--- src/rtl/pss_generator.sv ---
// NR PSS generator: m-sequence BPSK symbols on an AXI-stream master, one-shot or periodic trigger.
// Optional PSS_GEN_SUBCARRIER_MAP_EN frames the sequence inside a 240-symbol SSB with zero guards.
module pss_generator #(
    parameter int unsigned OUT_DW       = 32,
    parameter int          AMPLITUDE    = 8192,
    parameter int unsigned SSB_INTERVAL = 38400
) (
    input  logic              clk_i,
    input  logic              reset_i,
    input  logic [1:0]        N_id_2_i,
    input  logic              start_i,
    input  logic              auto_i,
    output logic [OUT_DW-1:0] m_axis_out_tdata,
    output logic              m_axis_out_tvalid,
    input  logic              m_axis_out_tready,
    output logic              m_axis_out_tlast,
    output logic              busy_o,
    output logic              overrun_o
);

    localparam int unsigned HalfDw = OUT_DW / 2;
    localparam int unsigned CntW   = (SSB_INTERVAL > 1) ? $clog2(SSB_INTERVAL) : 1;
    localparam logic [6:0]  Seed   = 7'b1110110;
    localparam logic [HalfDw-1:0] AmpPos = HalfDw'(AMPLITUDE);
    localparam logic [HalfDw-1:0] AmpNeg = HalfDw'(-AMPLITUDE);

`ifdef PSS_GEN_SUBCARRIER_MAP_EN
    localparam logic [7:0] LastSym    = 8'd239;
    localparam logic       FirstIsPss = 1'b0;
`else
    localparam logic [7:0] LastSym    = 8'd126;
    localparam logic       FirstIsPss = 1'b1;
`endif

    typedef enum logic [1:0] {StIdle, StSeed, StLoad, StRun} state_e;

    state_e            state_q;
    logic [6:0]        lfsr_q;
    logic [6:0]        seed_cnt_q;
    logic [1:0]        n_id_q;
    logic [7:0]        sym_idx_q;
    logic [CntW-1:0]   period_cnt_q;
    logic [OUT_DW-1:0] tdata_q;
    logic              tvalid_q;
    logic              tlast_q;
    logic              busy_q;
    logic              overrun_q;

    logic       auto_wrap;
    logic       trig;
    logic [6:0] seed_steps;
    logic [7:0] sym_next;
    logic       next_is_pss;

    function automatic logic [6:0] lfsr_step(input logic [6:0] s);
        return {s[4] ^ s[0], s[6:1]};
    endfunction

    function automatic logic [OUT_DW-1:0] map_bit(input logic b);
        return {{(OUT_DW - HalfDw){1'b0}}, (b ? AmpNeg : AmpPos)};
    endfunction

    assign auto_wrap = auto_i && (period_cnt_q == CntW'(SSB_INTERVAL - 1));
    assign trig      = start_i || auto_wrap;

    always_comb begin
        seed_steps = 7'd0;
        unique case (n_id_q)
            2'd1:    seed_steps = 7'd43;
            2'd2:    seed_steps = 7'd86;
            default: seed_steps = 7'd0;
        endcase
        sym_next = sym_idx_q + 8'd1;
`ifdef PSS_GEN_SUBCARRIER_MAP_EN
        next_is_pss = (sym_next >= 8'd56) && (sym_next <= 8'd182);
`else
        next_is_pss = 1'b1;
`endif
    end

    always_ff @(posedge clk_i or posedge reset_i) begin
        if (reset_i) begin
            period_cnt_q <= '0;
        end else if (!auto_i || auto_wrap) begin
            period_cnt_q <= '0;
        end else begin
            period_cnt_q <= period_cnt_q + 1'b1;
        end
    end

    always_ff @(posedge clk_i or posedge reset_i) begin
        if (reset_i) begin
            state_q    <= StIdle;
            lfsr_q     <= Seed;
            seed_cnt_q <= '0;
            n_id_q     <= '0;
            sym_idx_q  <= '0;
            tdata_q    <= '0;
            tvalid_q   <= 1'b0;
            tlast_q    <= 1'b0;
            busy_q     <= 1'b0;
            overrun_q  <= 1'b0;
        end else begin
            // Any trigger outside IDLE is dropped; the frame in flight continues untouched.
            overrun_q <= trig && (state_q != StIdle);
            unique case (state_q)
                StIdle: begin
                    if (trig) begin
                        if (N_id_2_i == 2'd3) begin
                            overrun_q <= 1'b1;
                        end else begin
                            n_id_q     <= N_id_2_i;
                            lfsr_q     <= Seed;
                            seed_cnt_q <= '0;
                            busy_q     <= 1'b1;
                            state_q    <= StSeed;
                        end
                    end
                end
                StSeed: begin
                    if (seed_cnt_q == seed_steps) begin
                        state_q <= StLoad;
                    end else begin
                        lfsr_q     <= lfsr_step(lfsr_q);
                        seed_cnt_q <= seed_cnt_q + 7'd1;
                    end
                end
                StLoad: begin
                    sym_idx_q <= '0;
                    tvalid_q  <= 1'b1;
                    tlast_q   <= 1'b0;
                    if (FirstIsPss) begin
                        tdata_q <= map_bit(lfsr_q[0]);
                        lfsr_q  <= lfsr_step(lfsr_q);
                    end else begin
                        tdata_q <= '0;
                    end
                    state_q <= StRun;
                end
                StRun: begin
                    if (tvalid_q && m_axis_out_tready) begin
                        if (sym_idx_q == LastSym) begin
                            tvalid_q <= 1'b0;
                            tlast_q  <= 1'b0;
                            busy_q   <= 1'b0;
                            state_q  <= StIdle;
                        end else begin
                            sym_idx_q <= sym_next;
                            tlast_q   <= (sym_next == LastSym);
                            // lfsr_q[0] already holds the bit for the next PSS symbol.
                            if (next_is_pss) begin
                                tdata_q <= map_bit(lfsr_q[0]);
                                lfsr_q  <= lfsr_step(lfsr_q);
                            end else begin
                                tdata_q <= '0;
                            end
                        end
                    end
                end
                default: state_q <= StIdle;
            endcase
        end
    end

    assign m_axis_out_tdata  = tdata_q;
    assign m_axis_out_tvalid = tvalid_q;
    assign m_axis_out_tlast  = tlast_q;
    assign busy_o            = busy_q;
    assign overrun_o         = overrun_q;

endmodule

--- config.mk ---
export PLATFORM = sky130hd
export DESIGN_NAME = pss_generator
export DESIGN_NICKNAME = d
export VERILOG_FILES = /design/src/rtl/pss_generator.sv
export SDC_FILE = /design/constraint.sdc
export NUM_CORES = 1
export LEC_CHECK = 0
export CELL_PAD_IN_SITES_DETAIL_PLACEMENT = 1
export CELL_PAD_IN_SITES_GLOBAL_PLACEMENT = 1
export CORE_UTILIZATION = 40
export CTS_BUF_LIST = sky130_fd_sc_hd__clkbuf_8
export CTS_CLUSTER_SIZE = 24
export DETAILED_ROUTE_END_ITERATION = 6
export PLACE_DENSITY = 0.89
export SLEW_MARGIN = 20
export SYNTH_ARGS = -nofsm -noshare
export SYNTH_HDL_FRONTEND = slang
export SYNTH_SLANG_ARGS = --single-unit
--- constraint.sdc ---
create_clock -name clk_i -period 3.4 [get_ports clk_i]
set_input_delay 0.68 -clock clk_i [delete_from_list [all_inputs] [get_ports clk_i]]
set_output_delay 0.68 -clock clk_i [all_outputs]
set_load 0.05 [all_outputs]
Word level (Yosys, flattened, before mapping)
Cells that the tools add are included.
- bits in writable memories: 0
- register bits after elaboration: 78
- bits in read-only memories: 0
- memories kept: 0
- bits in latches: 0
- mux-type cells: 37
- divide/modulo/power cells: 0
- reductions and logical operators: 19
- shift-type cells: 0
- magnitude comparators: 0
- multipliers: 0
- equality and inequality tests: 17
- bitwise operators: 2
- $add $sub $neg: 3
- operator list (kind ; count):
    32-bit 2-to-1 mux ; 2
    32-bit case mux with 2 select lines ; 1
    7-bit 2-to-1 mux ; 8
    16-bit 2-to-1 mux ; 2
    7-bit case mux with 2 select lines ; 2
    7-bit case mux with 4 select lines ; 1
    16-bit by 1-bit adder with 16-bit output, second input constant ; 1
    16-bit == test, second input constant ; 1
    8-bit by 7-bit == test with 1-bit output, second input constant ; 2
    8-bit 2-to-1 mux ; 2
    8-bit case mux with 2 select lines ; 1
    5-bit AND reduction ; 3
    2-bit inequality test, second input constant ; 7
    2-bit 2-to-1 mux ; 5
    1-bit 2-to-1 mux ; 9
    3-bit AND reduction ; 3
    8-bit by 1-bit adder with 8-bit output, second input constant ; 1
    2-bit == test, second input constant ; 4
    2-bit case mux with 4 select lines ; 1
    2-bit nonzero test ; 4
    7-bit by 1-bit adder with 7-bit output, second input constant ; 1
    7-bit == test ; 1
    1-bit case mux with 2 select lines ; 3
    2-bit by 1-bit == test with 1-bit output, second input constant ; 2
    other kinds (8) ; 11

Depth between registers and ports, before layout
Gate-level depths: netlist of the first run.
- depth after elaboration: 7
- mapped depth: 8
- depth with buffers taken out: 7

Worst setup path before layout of the first run
OpenSTA, ideal clock, no wires.
- path type: reg2reg
- start point: register n_id_q[0]
- end point: register state_q[1]
- data required time: 3275 ps
- path buffers: 0
- setup time: 125 ps
- data arrival time: 2188 ps
- slack: 1087 ps
- clock period less this slack: 2313 ps
- cell stages (with the launch flop): 8
- cell sequence: dfrtp_1 > inv_1 > ha_1 > or4_4 > a221oi_4 > nor2b_2 > or3_4 > mux2_4
- word-level cells in the longest chain between the ends: 5
- elaborated cells on any way between the ends: 6
- those cells by class: eq/ne: 4; mux: 1; reduce/logical: 1
- ends and longest elaborated chain (what ; line ; text):
    start, declared ; 40 ; logic [1:0] n_id_q;
    start signal, assigned ; 112 ; n_id_q <= N_id_2_i;
    2-bit == test / 2-bit by 1-bit == test with 1-bit output (equally long branches) ; 68 ; unique case (n_id_q)
    7-bit case mux with 2 select lines (*) ; 68 ;
    7-bit == test (*) ; 121 ; if (seed_cnt_q == seed_steps) begin
    2-bit inequality test (no line) (*) ; - ;
    5-bit AND reduction (no line) (*) ; - ;
    end signal, assigned ; 116 ; state_q <= StSeed;
    end signal, assigned ; 122 ; state_q <= StLoad;
    end signal, assigned ; 138 ; state_q <= StRun;
    end, declared ; 37 ; state_e state_q;
Every way passes the cells marked *; elsewhere a longest branch is shown, timed or not.
A chain may end at the register's enable or synchronous reset.

Worst setup path in the final report of the first run
- start point: register state_q[0]
- end point: register lfsr_q[3]
- word-level cells in the longest chain between the ends: 3
- elaborated cells on any way between the ends: 11
- those cells by class: eq/ne: 8; mux: 1; reduce/logical: 2
- ends and longest elaborated chain (what ; line ; text):
    start signal, assigned ; 93 ; state_q <= StIdle;
    start signal, assigned ; 116 ;
    start signal, assigned ; 122 ;
    2-bit == test, or another cell as far along ; 106 ; unique case (state_q)
    2-bit inequality test (no line) ; - ;
    5-bit AND reduction (no line) ; - ;
    end signal, assigned ; 124 ; lfsr_q <= lfsr_step(lfsr_q);
    end signal, assigned ; 134 ; lfsr_q <= lfsr_step(lfsr_q);
    end signal, assigned ; 153 ; lfsr_q <= lfsr_step(lfsr_q);
    end, declared ; 38 ; logic [6:0] lfsr_q;
Parallel ways exist; a longest one is shown, timed or not.

==> out/results.txt, run 1 <==
Final Core Density = 0.447
Port bufs = 13
Status = finished clean
Crit path capture type = flop
Clk sink count = 48
Worst setup margin = 0.802 ns
Finished Layout Cells = 403
Die X = 86.0 um
Overall routed net length = 5930 um
DR iter-0 viols = 84
Met3 Use GR = 0.0395
Crit start category = flop
Remaining global-route overflow = 0
Drt via density = 5.16
First-pass GRT wire length = 10400 um
Post-Place Setup Slack = 0.455 ns
Post-DP HPWL = 4220 um
Asr flop ratio synth = 1.00
GP Congestion = 0.789
Pin count of the biggest net entering global routing = 49
Met1 GRT Util = 0.205
VDD IR-drop max = 0.201 mV
Inserted Clock Buffers = 5
Max-cap check violation count = 0
Via Count = 2078
Min cycle time layout = 2.60 ns
Placed instance area = 2930 um2
CTS Root Cell = clkbuf_8
Max Clk Rate = 385 MHz
Share of cells above drive strength 1 = 0.0847
Die ar. = 7390 um2
RSZ-0062 raised after global routing = false
Setup TNS = 0 ns
M2 GR Usage = 0.321
Most Frequent Cell on Critical Path = inv_1
Post-route clock skew = 0.0129 ns
Worst-margin pin slew = 0.826 ns
Critical path's largest stage delay = 0.63 ns
Clock tree buffer depth = 2
EDFF count, synth = 0
Pins over their slew limit = 0
Cell area after layout = 3030 um2
Post-CTS setup buffers = 0
Resized cells post-CTS = 0
Clk_lat worst skew = 0.31 ns
Crit. Startpoint = state_q[0]
Fin crit share = 0.764
Post-Syn Area per Cell = 9.53 um2
Mapped Area = 2820 um2
Leak = 0.00137 uW
Gr busiest metal = met2
Area Growth Syn to Fin = 7.54%
CTS Hold Bufs = 0
Dominant cells by area after synthesis = dfrtp_1 (38%), buf_4 (8.2%), ha_1 (4.9%)
CP Class = reg2reg
Htree depth = 2
Sequential area share after synthesis = 0.428
Slowest library cell on the worst path = nor3_1
Worst slew margin = 0.449
Cells after Synth = 296
Yosys reg bits = 48
Final hold vios = 0
Setup violators final = 0
Primary FF master, synth = dfrtp_1
TritonCTS clock tree = built
Final ANT Viol Nets = 0
Critical path peak fanout = 8
Critical-path cell list = inv_1 -> ha_1 -> inv_1 -> a2bb2oi_1 -> a21bo_2 -> nor3_1 -> o22ai_1
Synth cell types = 49
Cell Rows = 30
Vias in the first global route = 2180
Placed cell count = 395
Initial Util = 0.415
Most common cell in the netlist = dfrtp_1
Core Box Area = 6790 um2
Initial antenna violation count = 0
WP data arrival = 2.75 ns
Overall global routing resource usage = 0.178
Synth top cells by count = dfrtp_1 (43), buf_4 (31), nand2_1 (22)
Total iterations of the first detailed-routing run = 6
Power density over cell area = 711 nW/um2
Chip height = 86.0 um
Nets = 324
Area leader, netlist = dfrtp_1
Ant. Diodes = 0
Reg clk slew, reported paths = 0.10 ns
Hold Path Class = reg2reg
DRC Markers = 0
Synth top area share = 0.381
Per-cell routed wire length = 14.7 um
Synth Warn # = 0
CP required = 3.55 ns
Launching point of the worst reg2reg path = state_q[0]
Hold path start = m_axis_out_tdata[13]
Number of top-level pins = 43
-- area by class of cell --
type	count	area [um2]
multi-input combinational	220	1390
clock buffer	5	68.8
inverter	16	61.3
sequential	48	1210
fill	778	3760
tap	96	120
timing repair buffer	15	145
clock inverter	3	38.8
-- kinds of logic after synthesis --
family                     Yosys count  share of synthesized area
AOI/OAI and AO/OA                   54                      0.134
DFF                                 48                      0.428
and+or+nand+nor                    104                      0.202
buffers and inverters               56                      0.116
muxes                                1                    0.00532
other                                1                    0.00133
adders and majority gates           11                     0.0488
xor gates and xnor gates            21                     0.0652
-- stage by stage --
stage	power, uW	hold WS, ns
6_report	2160	0.474
5_1_grt	2310	0.509
4_1_cts	2180	0.483
3_5_place_dp	1760	0.458
3_3_place_gp	1690	0.447
2_1_floorplan	1570	0.448
-- where the power goes --
group | leakage (uW) | total [uW] | switching (uW) | internal, uW
Combinational | 0.000689 | 931 | 567 | 363
Clock | 0.0000593 | 414 | 198 | 216
Sequential | 0.000617 | 813 | 109 | 704
Total | 0.00137 | 2160 | 874 | 1280
-- state kept, by name, summed over array words and instances (netlist names) --
register	count
seed_cnt_q	7
busy_o	1
period_cnt_q	16
n_id_q	2
lfsr_q	7
sym_idx_q	8
m_axis_out_tvalid	1
overrun_o	1
state_q	2
m_axis_out_tlast	1
m_axis_out_tdata	2
-- routing by layer --
layer / wire, um / up-vias
met5: 0 / -
met2: 3130 / 38
met1: 2510 / 1052
met3: 178 / 10
li1: - / 978
met4: 110 / 0
-- critical path, delay by kind of cell (launching register included) --
family	cells	cell delay, ns
flip-flops	1	0.39
adder cells (fa/ha/maj)	1	0.32
AO/OA/AOI/OAI	3	0.81
buffers and inverters	2	0.28
AND/OR/NAND/NOR	1	0.63
-- worst paths after layout --
check,end,slack [ns],cells after the start
min in group asynchronous,sym_idx_q[2],0.83,2
max,lfsr_q[3],0.80,7
max in group asynchronous,sym_idx_q[1],2.08,2
min reg2reg,m_axis_out_tdata[13],0.47,1
max reg2reg,lfsr_q[3],0.80,7
min,m_axis_out_tdata[13],0.47,1
-- cell usage in the layout (no fill, tap or decap), types with 2 or more instances in the layout --
cell,Yosys,final
a21o_1,2,2
a21oi_1,6,6
and2_1,6,6
and3_1,3,3
and4_1,5,5
buf_4,31,2
clkbuf_8,0,5
clkdlybuf4s50_1,0,13
clkinv_2,0,2
conb_1,1,29
dfrtp_1,43,43
dfstp_2,5,5
ha_1,11,11
inv_1,16,16
nand2_1,22,22
nand2b_1,4,4
nand3_1,16,16
nand4_1,7,7
nor2_1,19,19
nor2b_1,4,4
nor3_1,3,3
nor4b_1,2,2
o21a_1,4,4
o21ai_0,19,19
o22a_1,5,5
o22ai_1,2,2
o31ai_1,6,6
or3_1,2,2
or4_4,2,2
xnor2_1,7,7
xor2_1,14,14
Power figures use the tool's default switching activity.
==> inputs of run 2 (changes only) <==
--- a/config.mk
+++ b/config.mk
@@ -7,11 +7,11 @@
 export LEC_CHECK = 0
 export CELL_PAD_IN_SITES_DETAIL_PLACEMENT = 1
 export CELL_PAD_IN_SITES_GLOBAL_PLACEMENT = 1
-export CORE_UTILIZATION = 40
+export CORE_UTILIZATION = 39
 export CTS_BUF_LIST = sky130_fd_sc_hd__clkbuf_8
 export CTS_CLUSTER_SIZE = 24
 export DETAILED_ROUTE_END_ITERATION = 6
-export PLACE_DENSITY = 0.89
+export PLACE_DENSITY = 0.91
 export SLEW_MARGIN = 20
 export SYNTH_ARGS = -nofsm -noshare
 export SYNTH_HDL_FRONTEND = slang
==> constraint.sdc (replaced) <==
create_clock -name clk_i -period 2.1 [get_ports clk_i]
set_input_delay 0.42 -clock clk_i [delete_from_list [all_inputs] [get_ports clk_i]]
set_output_delay 0.42 -clock clk_i [all_outputs]
set_load 0.05 [all_outputs]
==> run 2 against run 1 <==
Compared with the run above: the run now ends with setup timing left; largest cell class unchanged; utilization rose by 3.5 points; flip-flop and latch count unchanged; critical path depth is the same; design area grew 9.6%; hold slack lost 0.068 ns; register-to-register slack got worse by 0.91 ns; critical path type unchanged.
==> out/results.txt, run 2 (synthesized netlist as in run 1, its figures left out) <==
Setup violators final = 7
WP data arrival = 2.42 ns
Pins over their slew limit = 0
Cell area after layout = 3330 um2
Min cycle time layout = 2.21 ns
Pin count of the biggest net entering global routing = 23
Setup TNS = -0.204 ns
Fin crit share = 1.05
Critical path's largest stage delay = 0.43 ns
Post-DP HPWL = 4780 um
Inserted Clock Buffers = 5
Crit. Startpoint = n_id_q[0]
Power density over cell area = 1180 nW/um2
Crit start category = flop
Switching Fraction = 0.401
Worst setup endpoint = state_q[1]
FILL cells = 799
Hold Path Class = in2async
Worst slew margin = 0.667
Max-cap check violation count = 0
GP Congestion = 0.834
TritonCTS clock tree = built
Die X = 87.1 um
Clock tree buffer depth = 2
Overall global routing resource usage = 0.186
CP Class = reg2reg
Die ar. = 7580 um2
Placed instance area = 3140 um2
Commonest non-fill, non-tap cell in the layout = dfrtp_1
Initial Util = 0.409
Total iterations of the first detailed-routing run = 4
Post-route clock skew = 0.0105 ns
Clk_lat worst skew = 0.31 ns
Violated checks = setup timing
Vias in the first global route = 2258
Reg2Reg Setup Slack = -0.11 ns
DR iter-0 viols = 108
Final Core Density = 0.482
CP required = 2.31 ns
Clk network pwr share = 0.172
Reg clk slew, reported paths = 0.09 ns
Area Growth Syn to Fin = 17.9%
Clk sink count = 48
Port bufs = 13
Nets = 352
DRC Markers = 0
First-pass GRT wire length = 10800 um
Crit path capture type = flop
Final ANT Viol Nets = 0
Status = finished with violations
Worst-margin pin slew = 0.497 ns
Flop pwr share = 0.333
Hold slack = 0.406 ns
Reg2reg path depth = 7
Per-cell routed wire length = 15.4 um
Most frequent cells in the layout = dfrtp_1 (43), conb_1 (29), buf_4 (29)
Htree depth = 2
Slowest library cell on the worst path = or4_4
Final hold vios = 0
CTS Hold Bufs = 0
Leak = 0.00152 uW
Cell Rows = 30
Max Clk Rate = 453 MHz
Number of top-level pins = 43
Share of cells above drive strength 1 = 0.203
Ant. Diodes = 0
Initial antenna violation count = 0
Max reg flops = 16
Core Box Area = 6910 um2
NetSw = 1580 uW
Remaining global-route overflow = 0
RSZ-0062 raised after global routing = true
FF-to-FF End = state_q[1]
VDD IR-drop max = 0.329 mV
Biggest register = period_cnt_q
Worst setup margin = -0.109 ns
Critical path peak fanout = 3
Internal = 2360 uW
Via Count = 2172
Gate power share = 0.495
Drt via density = 5.04
Overall routed net length = 6620 um
Regs by FF count = period_cnt_q (16), sym_idx_q (8)
CTS Root Cell = clkbuf_8
Chip height = 87.1 um
Critical-path cell list = inv_2 -> ha_2 -> or4_4 -> a221oi_4 -> nor2b_2 -> or3_4 -> mux2_4
Launching point of the worst reg2reg path = n_id_q[0]
[run 2: changes by cell type in the layout (fill, tap and decap cells not counted), moves of 2 or more]
cell	before	now
buf_4	2	29
ha_2	0	2
ha_1	11	9
o21ai_1	0	2
nor4b_2	0	2
inv_1	16	13
inv_2	0	3
o21ai_0	19	17
o31ai_1	6	4
o31ai_2	0	2
nor4b_1	2	0
[run 2: final cells by class]
| type | instances | area (um2) | share of cell area |
|---|---|---|---|
| Timing Repair Buffer | 43 | 368 | 0.111 |
| Inverter | 16 | 60.1 | 0.0181 |
| Tap cell | 96 | 120 | 0.0361 |
| Sequential cell | 48 | 1210 | 0.363 |
| Clock buffer | 5 | 68.8 | 0.0207 |
| Clock inverter | 3 | 42.5 | 0.0128 |
| Multi-Input combinational cell | 220 | 1460 | 0.439 |
[run 2: worst min path at each step]
stage	from	endpoint	slack (ns)
floorplan	period_cnt_q[0]	period_cnt_q[0]	0.45
global placement	m_axis_out_tdata[13]	m_axis_out_tdata[13]	0.45
global route	reset_i	sym_idx_q[1]	0.44
detailed placement	m_axis_out_tdata[13]	m_axis_out_tdata[13]	0.48
CTS	reset_i	sym_idx_q[1]	0.41
finish	reset_i	sym_idx_q[1]	0.41
[run 2: worst max-delay path, delay by kind of cell, from the launching register on]
kind	cells	cell delay, ns
mux	1	0.30
buf+inv	1	0.05
compound gates	1	0.30
simple gates	3	0.85
fa+ha+maj	1	0.19
flops	1	0.41
[run 2: power by group through the flow]
stage	clock (uW)	sequential, uW	combinational, uW
floorplan	0	1350	1210
global placement	0	1300	1630
detailed placement	0	1320	1730
CTS	704	1310	1870
global route	737	1330	2110
finish	678	1310	1950
[run 2: layer usage]
layer | routed length (um) | vias up | GRT usage
li1 | - | 1040 | -
met1 | 2790 | 1094 | 0.218
met2 | 3590 | 29 | 0.339
met3 | 132 | 9 | 0.0322
met4 | 102 | 0 | 0.0667
met5 | 0 | - | 0
[run 2: stage by stage]
step	setup WS [ns]	std cells	power [uW]
after global routing	-0.169	431	4180
after floorplan	-0.0901	324	2550
after global placement	-0.0730	421	2930
final	-0.109	431	3930
after CTS	-0.103	431	3880
after detailed placement	-0.139	421	3050
[run 2: what timing repair did]
action / CTS / global route
gates resized for setup: 7 / 9
hold endpoints to repair: 0 / 0
pin swaps: 1 / 4
endpoints found under the setup margin: 10 / 16
setup buffers: 2 / 0
